===== config.mk =====
export PLATFORM = sky130hd
export DESIGN_NAME = lockable_reg_bank
export DESIGN_NICKNAME = d
export VERILOG_FILES = /design/src/rtl/lockable_reg_pkg.sv /design/src/rtl/dbg_unlock_fsm.sv /design/src/rtl/lockable_reg_bank.sv
export SDC_FILE = /design/constraint.sdc
export NUM_CORES = 1
export LEC_CHECK = 0
export ABC_AREA = 1
export CELL_PAD_IN_SITES_DETAIL_PLACEMENT = 1
export CELL_PAD_IN_SITES_GLOBAL_PLACEMENT = 1
export CORE_MARGIN = 4
export CORE_UTILIZATION = 43
export DETAILED_ROUTE_END_ITERATION = 7
export DONT_BUFFER_PORTS = 1
export PLACE_DENSITY = 0.69
export SLEW_MARGIN = 20
export SYNTH_ARGS = -nofsm -noshare
export SYNTH_HDL_FRONTEND = slang
export SYNTH_SLANG_ARGS = --single-unit

===== constraint.sdc =====
create_clock -name clk -period 2.3 [get_ports clk]
set_clock_uncertainty 0.05 [all_clocks]
set_input_delay 0.46 -clock clk [delete_from_list [all_inputs] [get_ports clk]]
set_output_delay 0.46 -clock clk [all_outputs]
set_load 0.02 [all_outputs]

===== src/rtl/lockable_reg_pkg.sv =====
// Shared types and constants for the lockable register bank.
package lockable_reg_pkg;

    // Debug unlock session states.
    typedef enum logic [1:0] {
        IDLE     = 2'd0,
        CHECK    = 2'd1,
        UNLOCKED = 2'd2,
        LOCKOUT  = 2'd3
    } dbg_state_e;

    // Factory debug key.
    localparam logic [31:0] DEFAULT_UNLOCK_KEY = 32'hC0DE_5EC1;

    // Fail counter width, wide enough for the largest attempt limit (15).
    localparam int FAIL_CNT_W = 4;

endpackage


===== src/rtl/dbg_unlock_fsm.sv =====
// Debug unlock state machine: latches a submitted key, compares it one
// cycle later, counts failures and locks out permanently (until reset)
// once the attempt budget is spent. Outputs are registered state decodes.
module dbg_unlock_fsm
    import lockable_reg_pkg::*;
#(
    parameter int                KEY_W        = 32,
    parameter logic [KEY_W-1:0]  UNLOCK_KEY   = KEY_W'(DEFAULT_UNLOCK_KEY),
    parameter int                MAX_ATTEMPTS = 3
) (
    input  logic             clk,
    input  logic             resetn,
    input  logic             scan_mode_i,
    input  logic             dbg_req_i,
    input  logic [KEY_W-1:0] dbg_key_i,
    input  logic             dbg_exit_i,
    output logic             dbg_unlocked_o,
    output logic             dbg_lockout_o
);

    dbg_state_e             state_q, state_d;
    logic [KEY_W-1:0]       key_q, key_d;
    logic [FAIL_CNT_W-1:0]  fail_q, fail_d;
    logic                   unlocked_q, lockout_q;

    // Next-state logic; scan drops any session except a lockout.
    always_comb begin
        state_d = state_q;
        key_d   = key_q;
        fail_d  = fail_q;
        unique case (state_q)
            IDLE: begin
                if (dbg_req_i && !scan_mode_i) begin
                    key_d   = dbg_key_i;
                    state_d = CHECK;
                end
            end
            CHECK: begin
                if (scan_mode_i) begin
                    state_d = IDLE;
                end else if (key_q == UNLOCK_KEY) begin
                    state_d = UNLOCKED;
                    fail_d  = '0;
                end else begin
                    if (fail_q != {FAIL_CNT_W{1'b1}})
                        fail_d = fail_q + FAIL_CNT_W'(1);
                    if (fail_q + FAIL_CNT_W'(1) == FAIL_CNT_W'(MAX_ATTEMPTS))
                        state_d = LOCKOUT;
                    else
                        state_d = IDLE;
                end
            end
            UNLOCKED: begin
                if (dbg_exit_i || scan_mode_i)
                    state_d = IDLE;
            end
            LOCKOUT: state_d = LOCKOUT;
            default: state_d = IDLE;
        endcase
    end

    // State, latched key, fail counter and registered output decodes.
    always_ff @(posedge clk or negedge resetn) begin
        if (!resetn) begin
            state_q    <= IDLE;
            key_q      <= '0;
            fail_q     <= '0;
            unlocked_q <= 1'b0;
            lockout_q  <= 1'b0;
        end else begin
            state_q    <= state_d;
            key_q      <= key_d;
            fail_q     <= fail_d;
            unlocked_q <= (state_d == UNLOCKED);
            lockout_q  <= (state_d == LOCKOUT);
        end
    end

    assign dbg_unlocked_o = unlocked_q;
    assign dbg_lockout_o  = lockout_q;

endmodule


===== src/rtl/lockable_reg_bank.sv =====
// Bank of NUM_REGS configuration registers with sticky per-register locks,
// a debug unlock session that overrides locks, and scan zeroisation.
// Optional build macro LOCK_READ_MASK_EN: reads of locked registers return 0
// unless a debug session is active.
module lockable_reg_bank
    import lockable_reg_pkg::*;
#(
    parameter int                NUM_REGS     = 4,
    parameter int                DATA_W       = 16,
    parameter int                ADDR_W       = $clog2(NUM_REGS),
    parameter int                KEY_W        = 32,
    parameter logic [KEY_W-1:0]  UNLOCK_KEY   = KEY_W'(DEFAULT_UNLOCK_KEY),
    parameter int                MAX_ATTEMPTS = 3
) (
    input  logic                clk,
    input  logic                resetn,
    input  logic                wr_en_i,
    input  logic [ADDR_W-1:0]   wr_addr_i,
    input  logic [DATA_W-1:0]   wr_data_i,
    input  logic                lock_en_i,
    input  logic [ADDR_W-1:0]   lock_addr_i,
    input  logic [ADDR_W-1:0]   rd_addr_i,
    output logic [DATA_W-1:0]   rd_data_o,
    input  logic                scan_mode_i,
    input  logic                dbg_req_i,
    input  logic [KEY_W-1:0]    dbg_key_i,
    input  logic                dbg_exit_i,
    output logic                dbg_unlocked_o,
    output logic                dbg_lockout_o,
    output logic                wr_err_o,
    output logic [NUM_REGS-1:0] lock_status_o
);

    logic [NUM_REGS-1:0][DATA_W-1:0] regs_q, regs_d;
    logic [NUM_REGS-1:0]             lock_q, lock_d;
    logic [DATA_W-1:0]               rd_data_q, rd_data_d;
    logic                            wr_err_q, wr_err_d;
    logic                            wr_hit, wr_locked, wr_accept;
    logic                            dbg_unlocked;

    dbg_unlock_fsm #(
        .KEY_W        (KEY_W),
        .UNLOCK_KEY   (UNLOCK_KEY),
        .MAX_ATTEMPTS (MAX_ATTEMPTS)
    ) u_dbg (
        .clk            (clk),
        .resetn         (resetn),
        .scan_mode_i    (scan_mode_i),
        .dbg_req_i      (dbg_req_i),
        .dbg_key_i      (dbg_key_i),
        .dbg_exit_i     (dbg_exit_i),
        .dbg_unlocked_o (dbg_unlocked),
        .dbg_lockout_o  (dbg_lockout_o)
    );

    // Address decode, write acceptance, read mux and next register contents.
    // Addresses that match no register are out of range and fall through.
    always_comb begin
        wr_hit    = 1'b0;
        wr_locked = 1'b0;
        rd_data_d = '0;
        for (int i = 0; i < NUM_REGS; i++) begin
            if (wr_addr_i == ADDR_W'(i)) begin
                wr_hit    = 1'b1;
                wr_locked = lock_q[i];
            end
            if (rd_addr_i == ADDR_W'(i)) begin
`ifdef LOCK_READ_MASK_EN
                rd_data_d = (lock_q[i] && !dbg_unlocked) ? '0 : regs_q[i];
`else
                rd_data_d = regs_q[i];
`endif
            end
        end
        // Lock check uses the pre-edge lock bit, so a same-cycle lock lets the write land.
        wr_accept = wr_en_i && !scan_mode_i && wr_hit && (!wr_locked || dbg_unlocked);
        wr_err_d  = wr_en_i && !wr_accept;

        regs_d = regs_q;
        lock_d = lock_q;
        for (int i = 0; i < NUM_REGS; i++) begin
            if (scan_mode_i)
                regs_d[i] = '0;
            else if (wr_accept && wr_addr_i == ADDR_W'(i))
                regs_d[i] = wr_data_i;
            if (lock_en_i && lock_addr_i == ADDR_W'(i))
                lock_d[i] = 1'b1;
        end
    end

    // Register bank, sticky locks, read data and write-error pulse.
    always_ff @(posedge clk or negedge resetn) begin
        if (!resetn) begin
            regs_q    <= '0;
            lock_q    <= '0;
            rd_data_q <= '0;
            wr_err_q  <= 1'b0;
        end else begin
            regs_q    <= regs_d;
            lock_q    <= lock_d;
            rd_data_q <= rd_data_d;
            wr_err_q  <= wr_err_d;
        end
    end

    assign rd_data_o      = rd_data_q;
    assign wr_err_o       = wr_err_q;
    assign lock_status_o  = lock_q;
    assign dbg_unlocked_o = dbg_unlocked;

endmodule


* Word level (Yosys, flattened, before mapping)
Cells that the tools add are included.
** Storage, ports and cells
- Bits in registers :: 125
- Bits of input ports :: 61
- Output and inout bits :: 23
** Cells by class
- $add $sub $neg :: 1
- Eq/ne operators :: 17
- Mux-type cells :: 28
- Bitwise gates (word level) :: 1
- Reduce and logical (&&, ||, !) cells :: 29
** Operator list (count)
- 2-to-1 mux 16 bit :: 12
- equality test 32 bit, second input constant :: 1
- equality test 2 bit, second input constant :: 10
- logical AND 1 bit :: 13
- 2-to-1 mux 2 bit :: 5
- nonzero test 2 bit :: 5
- equality test 2 x 1 -> 1 bit, second input constant :: 4
- logical NOT 2 bit :: 4
- 2-to-1 mux 1 bit :: 8
- 2-to-1 mux 4 bit :: 2
- one-hot mux 2 bit (4 select lines) :: 1
- adder 4 x 1 -> 4 bit, second input constant :: 1
- equality test 4 x 2 -> 1 bit, second input constant :: 1
- != test 4 bit, second input constant :: 1
- logical NOT 1 bit :: 3
- AND reduction 3 bit :: 1
- logical OR 1 bit :: 2
- AND reduction 2 bit :: 1
- NOT 1 bit :: 1

* Longest topological paths before layout
Gate-level depths: netlist of run 1.
- Word-level depth :: 11
- Depth in mapped cells :: 10
- Depth with buffers taken out :: 10

* Cells and area by module
A second synthesis of run 1 with hierarchy kept.
** Unflattened totals
- Cell total of the unflattened synthesis :: 665
- Area total of the unflattened synthesis :: 5960.7 µm²
** Modules (own cells, without submodules)
- lockable_reg_bank :: times used 1, cells each 468, area each 4038.9 µm², seq. area each 2127.0 µm²
- dbg_unlock_fsm :: times used 1, cells each 197, area each 1921.8 µm², seq. area each 1001.0 µm²

* Worst setup path before layout of run 1
Ideal clock, no wire load.
- Kind :: input -> register
- Start point :: input wr_addr_i[0]
- End point :: register regs_q[30] (netlist bit)
- Setup time :: 0.126 ns
- Arrival :: 1.225 ns
- Setup slack :: 0.899 ns
- Stages :: 9
- Cells stage by stage :: inv_1 -> nand2_1 -> inv_1 -> nand2_2 -> nand4_4 -> nand3_2 -> buf_6 -> nand3_1 -> o21ai_0
** Between the ends
- Cells in the longest elaborated chain, start to end :: 10
- Elaborated cells on any way between the ends :: 18
- Those cells by class :: eq/ne: 3; mux: 8; reduce/logical: 7
** RTL lines
- start, declared :: line lockable_reg_bank.sv:18 : input logic [ADDR_W-1:0] wr_addr_i,
- logical NOT 2 bit :: line lockable_reg_bank.sv:63 : if (wr_addr_i == ADDR_W'(i)) begin
- 2-to-1 mux 1 bit (4 in series) :: line lockable_reg_bank.sv:63
- logical NOT 1 bit :: line lockable_reg_bank.sv:76 : wr_accept = wr_en_i && !scan_mode_i && wr_hit && (!wr_locked || dbg_unlocked);
- logical OR 1 bit :: line lockable_reg_bank.sv:76
- logical AND 1 bit :: line lockable_reg_bank.sv:76
- logical AND 1 bit (*) :: line lockable_reg_bank.sv:84 : else if (wr_accept && wr_addr_i == ADDR_W'(i))
- nonzero test 2 bit (no line) (*)
- end signal, assigned :: line lockable_reg_bank.sv:99 : regs_q <= regs_d;
- end, declared :: line lockable_reg_bank.sv:34 : logic [NUM_REGS-1:0][DATA_W-1:0] regs_q, regs_d;
Every way passes the cells marked *; elsewhere a longest branch is shown, timed or not.
A chain may end at the register's enable or synchronous reset.

* Worst setup path in the final report of run 1
- Start point :: register lock_q[2], in the netlist lock_status_o[2]
- End point :: register regs_q[41] (netlist bit)
** Between the ends
- Cells in the longest elaborated chain, start to end :: 7
** RTL lines
- start, declared :: line lockable_reg_bank.sv:35 : logic [NUM_REGS-1:0] lock_q, lock_d;
- start signal, assigned :: line lockable_reg_bank.sv:100 : lock_q <= lock_d;
- 2-to-1 mux 1 bit (2 in series) :: line lockable_reg_bank.sv:63
- logical NOT 1 bit :: line lockable_reg_bank.sv:76
- logical OR 1 bit :: line lockable_reg_bank.sv:76
- logical AND 1 bit :: line lockable_reg_bank.sv:76
- logical AND 1 bit :: line lockable_reg_bank.sv:84
- nonzero test 2 bit (no line)
Every way passes these cells.

==> impl_results.md, run 1 <==
* Core Util, Final at 0.493
* Crit-path max FO at 32
* Max VDD drop at 437 µV
* Full die area at 14100 µm²
* Ratio of cells with drive above 1 in the final layout at 0.107
* RSZ-0062 raised after global routing: no
* Hold WS at -310 ps
* FF+latch count, synth at 125
* CTS tree: yes
* Fin area at 5930 µm²
* Final Worst Setup Slack at 330 ps
* Final Non-Filler Cells at 710
* First-pass GRT wire length at 21300 µm
* Largest net degree at the start of global routing at 126
* Placed cell count at 678
* Most Crowded Layer GR: met2
* DRC viols at 0
* Routed WL at 12500 µm
* CP required at 2510 ps
* # fillers at 1367
* Starting Density at 0.439
* Max-slew headroom at 0.532
* Failing checks: hold timing
* Fin Setup TNS at 0 ps
* Startpoint types: flop
* Crit path arrival time at 2180 ps
* Clock Path Buffers at 2
* Slew at the pin closest to its max-slew limit at 702 ps
* Vias in the first global route at 4180
* Port bufs at 0
* Met1 GRT Util at 0.250
* Setup crit end kind: flop
* Met2 Usage GRT at 0.301
* Synth-to-layout area growth at 12.3%
* Clock root buffer: clkbuf_16
* Initial drt markers at 203
* Post-DP HPWL at 7930 µm
* Status: complete, but fails checks
* YS warnings at 0
* Worst skew pair latency at 410 ps
* Mapped Cells at 555
* Antenna viol nets, final at 0
* CTS sink cnt at 125
* CTS clk-pin slew, worst paths at 50 ps
* GRT overflow at 0
* GPL Wtd Cong at 0.726
* Final setup fails at 0
* Place WS at 286 ps
* Rows at 40
* Worst min path class: in -> async
* Die height at 119 µm
* Leak at 2.75 nW
* Achievable Freq at 508 MHz
* Yosys cell types at 25
* Final Hold Vio Count at 125
* Min cycle time layout at 1970 ps
* Via count at 3896
* Synth Area per Inst at 9.51 µm²
* Gr usage total at 0.191
* Slew Viols, Final at 0
* Crit-path cells: inv_1 -> nand2_1 -> nand4_4 -> nand3_2 -> nand3_1 -> o21ai_0
* Antenna Cells at 0
* Core area at 12000 µm²
* P per Cell Area at 925 nW/µm²
* Io pins at 84
* M3 GR Usage at 0.0612
* Final #Nets at 613
* Post-layout power at 5.48 mW
* Crit share post-route at 0.856
* H-Tree Depth at 4
* CP max-delay cell: nand3_2
* Pre-antenna DRT Iters at 4
* WS Path Type: reg -> reg
* Post-DP Area at 5360 µm²
* Maxcap violations at 0
* Syn Std Cell Area at 5280 µm²
* CP max stage delay at 540 ps
* Syn nets at 618
* Largest delay share family, worst path: simple AND/OR/NAND/NOR gates
* Drt wl/cell at 17.6 µm
* Initial antenna violation count at 0
* Post-synthesis sequential area ratio at 0.593
* Num CTS Buffers at 17
* Via/cell ratio at 5.49
* Buf/Inv on CP at 1
* Die Wd at 119 µm
==> final timing paths <==
check	endpoint	startpoint	slack [ps]	cells after the start
max in group asynchronous	u_dbg.fail_q[2]	resetn	2350	0
min in group clk	lock_status_o[3]	lock_addr_i[1]	130	2
setup reg to reg	regs_q[41]	lock_status_o[2]	330	6
hold reg to reg	rd_data_o[5]	regs_q[37]	440	2
setup / recovery	regs_q[41]	lock_status_o[2]	330	6
hold / removal	u_dbg.key_q[25]	resetn	-310	0
==> cell type report <==
| class | instances | area, µm² | area share |
|---|---|---|---|
| clock buffer | 25 | 505 | 0.0853 |
| tap | 147 | 184 | 0.0310 |
| multi-input combinational | 360 | 1820 | 0.307 |
| clock inverter | 7 | 60.1 | 0.0101 |
| sequential | 125 | 3130 | 0.528 |
| inverter | 38 | 143 | 0.0241 |
| timing repair buffer | 8 | 85.1 | 0.0144 |
==> power breakdown <==
group	leakage [nW]	internal (mW)	switching, mW
clock	0.287	1.62	0.906
sequential	1.63	2.39	0.111
combinational	0.842	0.192	0.271
==> cell usage in the layout (no fill, tap or decap) <==
cell type,instances
a21oi_1,24
a21oi_2,1
a221oi_1,5
buf_12,2
buf_4,6
bufinv_16,1
clkbuf_1,3
clkbuf_16,17
clkbuf_8,5
clkinv_2,6
dfrtp_1,125
ha_1,2
inv_1,36
inv_2,2
mux2_1,2
mux2_2,14
nand2_1,99
nand2_2,1
nand3_1,82
nand3_2,4
nand4_1,14
nand4_4,1
nor2_1,42
nor3_1,1
o21ai_0,51
o21ai_1,16
xnor2_1,1
==> cell usage after synthesis <==
cell type  count  share of area
a21oi_2        1         0.0017
inv_2          1        0.00071
mux2_2        14          0.030
buf_4          7          0.010
o21ai_0       51          0.048
inv_1         37          0.026
buf_6          3         0.0064
buf_2         12          0.011
xnor2_1        1         0.0017
nand3_2        4         0.0076
nand2_1       99          0.070
nand4_1       14          0.017
nand3_1       82          0.078
clkbuf_1       2         0.0014
nand4_4        1         0.0040
mux2_1         2         0.0043
nand2_2        1         0.0012
nor3_1         1        0.00095
buf_1          8         0.0057
ha_1           2         0.0047
a221oi_1       5         0.0083
a21oi_1       24          0.023
dfrtp_1      125           0.59
nor2_1        42          0.030
o21ai_1       16          0.015
==> timing repair <==
item	CTS	global route
gates resized for setup	0	0
endpoints found under the hold margin	125	125
setup buffers	0	0
endpoints found under the setup margin	0	0
==> per-layer routing <==
layer  vias up  share of wire
met3        18          0.055
li1       1852              -
met4         0          0.015
met2        90           0.49
met5         -              0
met1      1936           0.44
==> sequential cells by signal, indices dropped and copies added, names as in the netlist <==
signal	count
wr_err_o	1
regs_q	64
u_dbg.dbg_lockout_o	1
u_dbg.key_q	32
u_dbg.fail_q	4
rd_data_o	16
lock_status_o	4
u_dbg.state_q	2
u_dbg.dbg_unlocked_o	1
==> logic make-up (layout without fill, tap and decap cells) <==
kind of cell | count (synthesis) | after routing | synth area share
and+or+nand+nor | 244 | 244 | 0.208
DFF | 125 | 125 | 0.593
AOI/OAI and AO/OA | 97 | 97 | 0.0963
buffers and inverters | 70 | 78 | 0.0619
muxes | 16 | 16 | 0.0341
adders and majority gates | 2 | 2 | 0.00474
xor gates and xnor gates | 1 | 1 | 0.00166
Power figures use the tool's default switching activity.
==> run 2: changes to the inputs <==
- CAP_MARGIN: unset -> 20
- MAX_ROUTING_LAYER: unset -> met4
- PLACE_DENSITY: 0.69 -> 0.7
- SYNTH_HIERARCHICAL: unset -> 1
==> run 2 against run 1 <==
The run still ends with hold timing left. Sequential power increased by 2%. Fmax grew 9.9%. Register-to-register slack improved by 180 ps. Flip-flop and latch count did not move. Die area increased by 12%. Global-route usage is 2.1 points higher. Non-clock buffer count grew 5. Routed wire length up 25%. First-iteration DRC count grew 72%. Critical path depth grew 2. Critical path type unchanged.
==> impl_results.md, run 2 <==
* Status: complete, but fails checks
* Failing checks: hold timing
* GRT overflow at 0
* Syn nets at 728
* Ratio of cells with drive above 1 in the final layout at 0.139
* Pre-antenna DRT Iters at 5
* Syn Std Cell Area at 5960 µm²
* GPL Wtd Cong at 0.772
* CTS sink cnt at 125
* Post-DP Area at 6030 µm²
* CP required at 2590 ps
* Most common cell after layout, fill and taps aside: nand2_1
* # fillers at 1579
* EDFF count, synth at 0
* Final setup fails at 0
* Synth top area cells: dfrtp_1, nand2_1, nand4_1
* Final Hold Vio Count at 125
* Part of the power in registers at 0.450
* DRC viols at 0
* Drt wl/cell at 18.5 µm
* Slew Viols, Final at 0
* Startpoint types: flop
* Final #Nets at 720
* Core area at 13400 µm²
* Final Non-Filler Cells at 843
* Synth Area per Inst at 8.96 µm²
* Via/cell ratio at 5.53
* Maxcap violations at 0
* CTS clk-pin slew, worst paths at 50 ps
* Post-DP HPWL at 9900 µm
* Crit path arrival time at 2090 ps
* Most frequent cells in the layout: nand2_1, dfrtp_1, nand4_1, nand3_1, nor2_1
* Most flop-heavy register: regs_q
* P per Cell Area at 864 nW/µm²
* Leak at 3.35 nW
* Yosys cell types at 28
* Min cycle time layout at 1790 ps
* Synth-to-layout area growth at 9.99%
* Antenna viol nets, final at 0
* Starting Density at 0.445
* Switching part of the total at 0.257
* Rows at 42
* First-pass GRT wire length at 26000 µm
* Post-CTS Setup Repair Bufs at 0
* Gr usage total at 0.212
* Routed WL at 15600 µm
* H-Tree Depth at 4
* Synth top area share at 0.525
* Worst path most repeated cell: nand2_1
* Largest net degree at the start of global routing at 126
* Clock Path Buffers at 2
* Max VDD drop at 486 µV
* Int Power at 4.21 mW
* CTS tree: yes
* Clock root buffer: clkbuf_16
* Num CTS Buffers at 17
* Hold WS at -308 ps
* Crit-path max FO at 41
* Crit share post-route at 0.780
* Via count at 4665
* RSZ-0062 raised after global routing: no
* WS Path Type: reg -> reg
* Setup crit end kind: flop
* Placed cell count at 814
* Post-synthesis sequential area ratio at 0.525
* CP max-delay cell: dfrtp_1
* CP max stage delay at 460 ps
* Post-synth top cells: nand2_1, dfrtp_1, nand4_1
* Synth Flop Type: dfrtp_1
* Clk pwr share at 0.420
* Place WS at 461 ps
* Full die area at 15800 µm²
* Max-slew headroom at 0.559
* Die Wd at 126 µm
* Fin Setup TNS at 0 ps
* Net Sw Power at 1.45 mW
* Mapped Cells at 665
* Port bufs at 0
* Initial drt markers at 350
* Async set-reset flop share out of synthesis at 1.00
* Area leader, netlist: dfrtp_1
* FF+latch count, synth at 125
* Largest register FFs at 64
* Logic pwr share at 0.130
* Most frequent cell after synthesis: nand2_1
* Post-CTS sizing at 0
* Worst min path class: in -> async
* Vias in the first global route at 5026
* Die height at 126 µm
* Final Worst Setup Slack at 507 ps
* Fin area at 6560 µm²
* Crit-path cells: inv_1 -> nand3_1 -> nand2_1 -> nor2_4 -> nand2_8 -> buf_4 -> nand4_1 -> nand2_1
* Core Util, Final at 0.489
* Io pins at 84
* Antenna Cells at 0
* Worst skew pair latency at 410 ps
* Initial antenna violation count at 0
* Slew at the pin closest to its max-slew limit at 660 ps
* Achievable Freq at 558 MHz
* YS warnings at 6
-- run 2: cell count changes after synthesis, sizes merged, moves of 8 or more --
cell    previous run  this run
nor2              42        60
o21ai             67         4
nand4             15        83
nand3             86        76
nand2            100       180
inv               38        57
clkbuf             2        10
-- run 2: worst max-delay path, delay by kind of cell, from the launching register on --
kind,cells,cell delay [ps]
flip-flops,1,460
buffers and inverters,2,470
AND/OR/NAND/NOR,6,740
-- run 2: metal layers --
layer	part of all wire	global-route usage
met1	0.42	0.254
met2	0.52	0.358
met3	0.039	0.0432
met4	0.020	0.0744
met5	0	-
-- run 2: cell families after synthesis --
group	count (synthesis)	share of synthesized area
adder cells (fa/ha/maj)	2	0.00420
AO/OA/AOI/OAI	23	0.0225
AND/OR/NAND/NOR	401	0.329
multiplexers	16	0.0403
flip-flops	125	0.525
buffers and inverters	98	0.0796
-- run 2: cell type report --
class                      instances  area [µm²]  share of cell area
multi-input combinational        442        2360               0.360
clock buffer                      28         517              0.0788
clock inverter                     1        5.00            0.000763
sequential                       125        3130               0.477
timing repair buffer              13         110              0.0168
tap                              176         220              0.0336
inverter                          58         218              0.0332
-- run 2: path summary, 6_finish.rpt --
check	start	endpoint	slack (ps)	cells after the start
max	lock_status_o[3]	regs_q[60]	510	8
min	resetn	rd_data_o[4]	-310	0
max reg2reg	lock_status_o[3]	regs_q[60]	510	8
min reg2reg	regs_q[29]	rd_data_o[13]	450	2
max in group asynchronous	resetn	regs_q[6]	2330	0
min in group clk	dbg_key_i[22]	u_dbg/key_q[22]	150	1
-- run 2: power by group through the flow --
stage / registers [mW] / clock network (mW) / logic [mW]
floorplan: 2.54 / 0 / 0.624
finish: 2.55 / 2.38 / 0.735
detailed placement: 2.59 / 0 / 0.740
global route: 2.58 / 2.56 / 0.819
CTS: 2.55 / 2.43 / 0.745
global placement: 2.57 / 0 / 0.703
-- run 2: per-stage QoR --
step,power (mW),hold slack [ps]
2_1_floorplan,3.17,114
3_3_place_gp,3.27,120
3_5_place_dp,3.33,119
4_1_cts,5.73,-327
5_1_grt,5.96,-335
6_report,5.66,-308
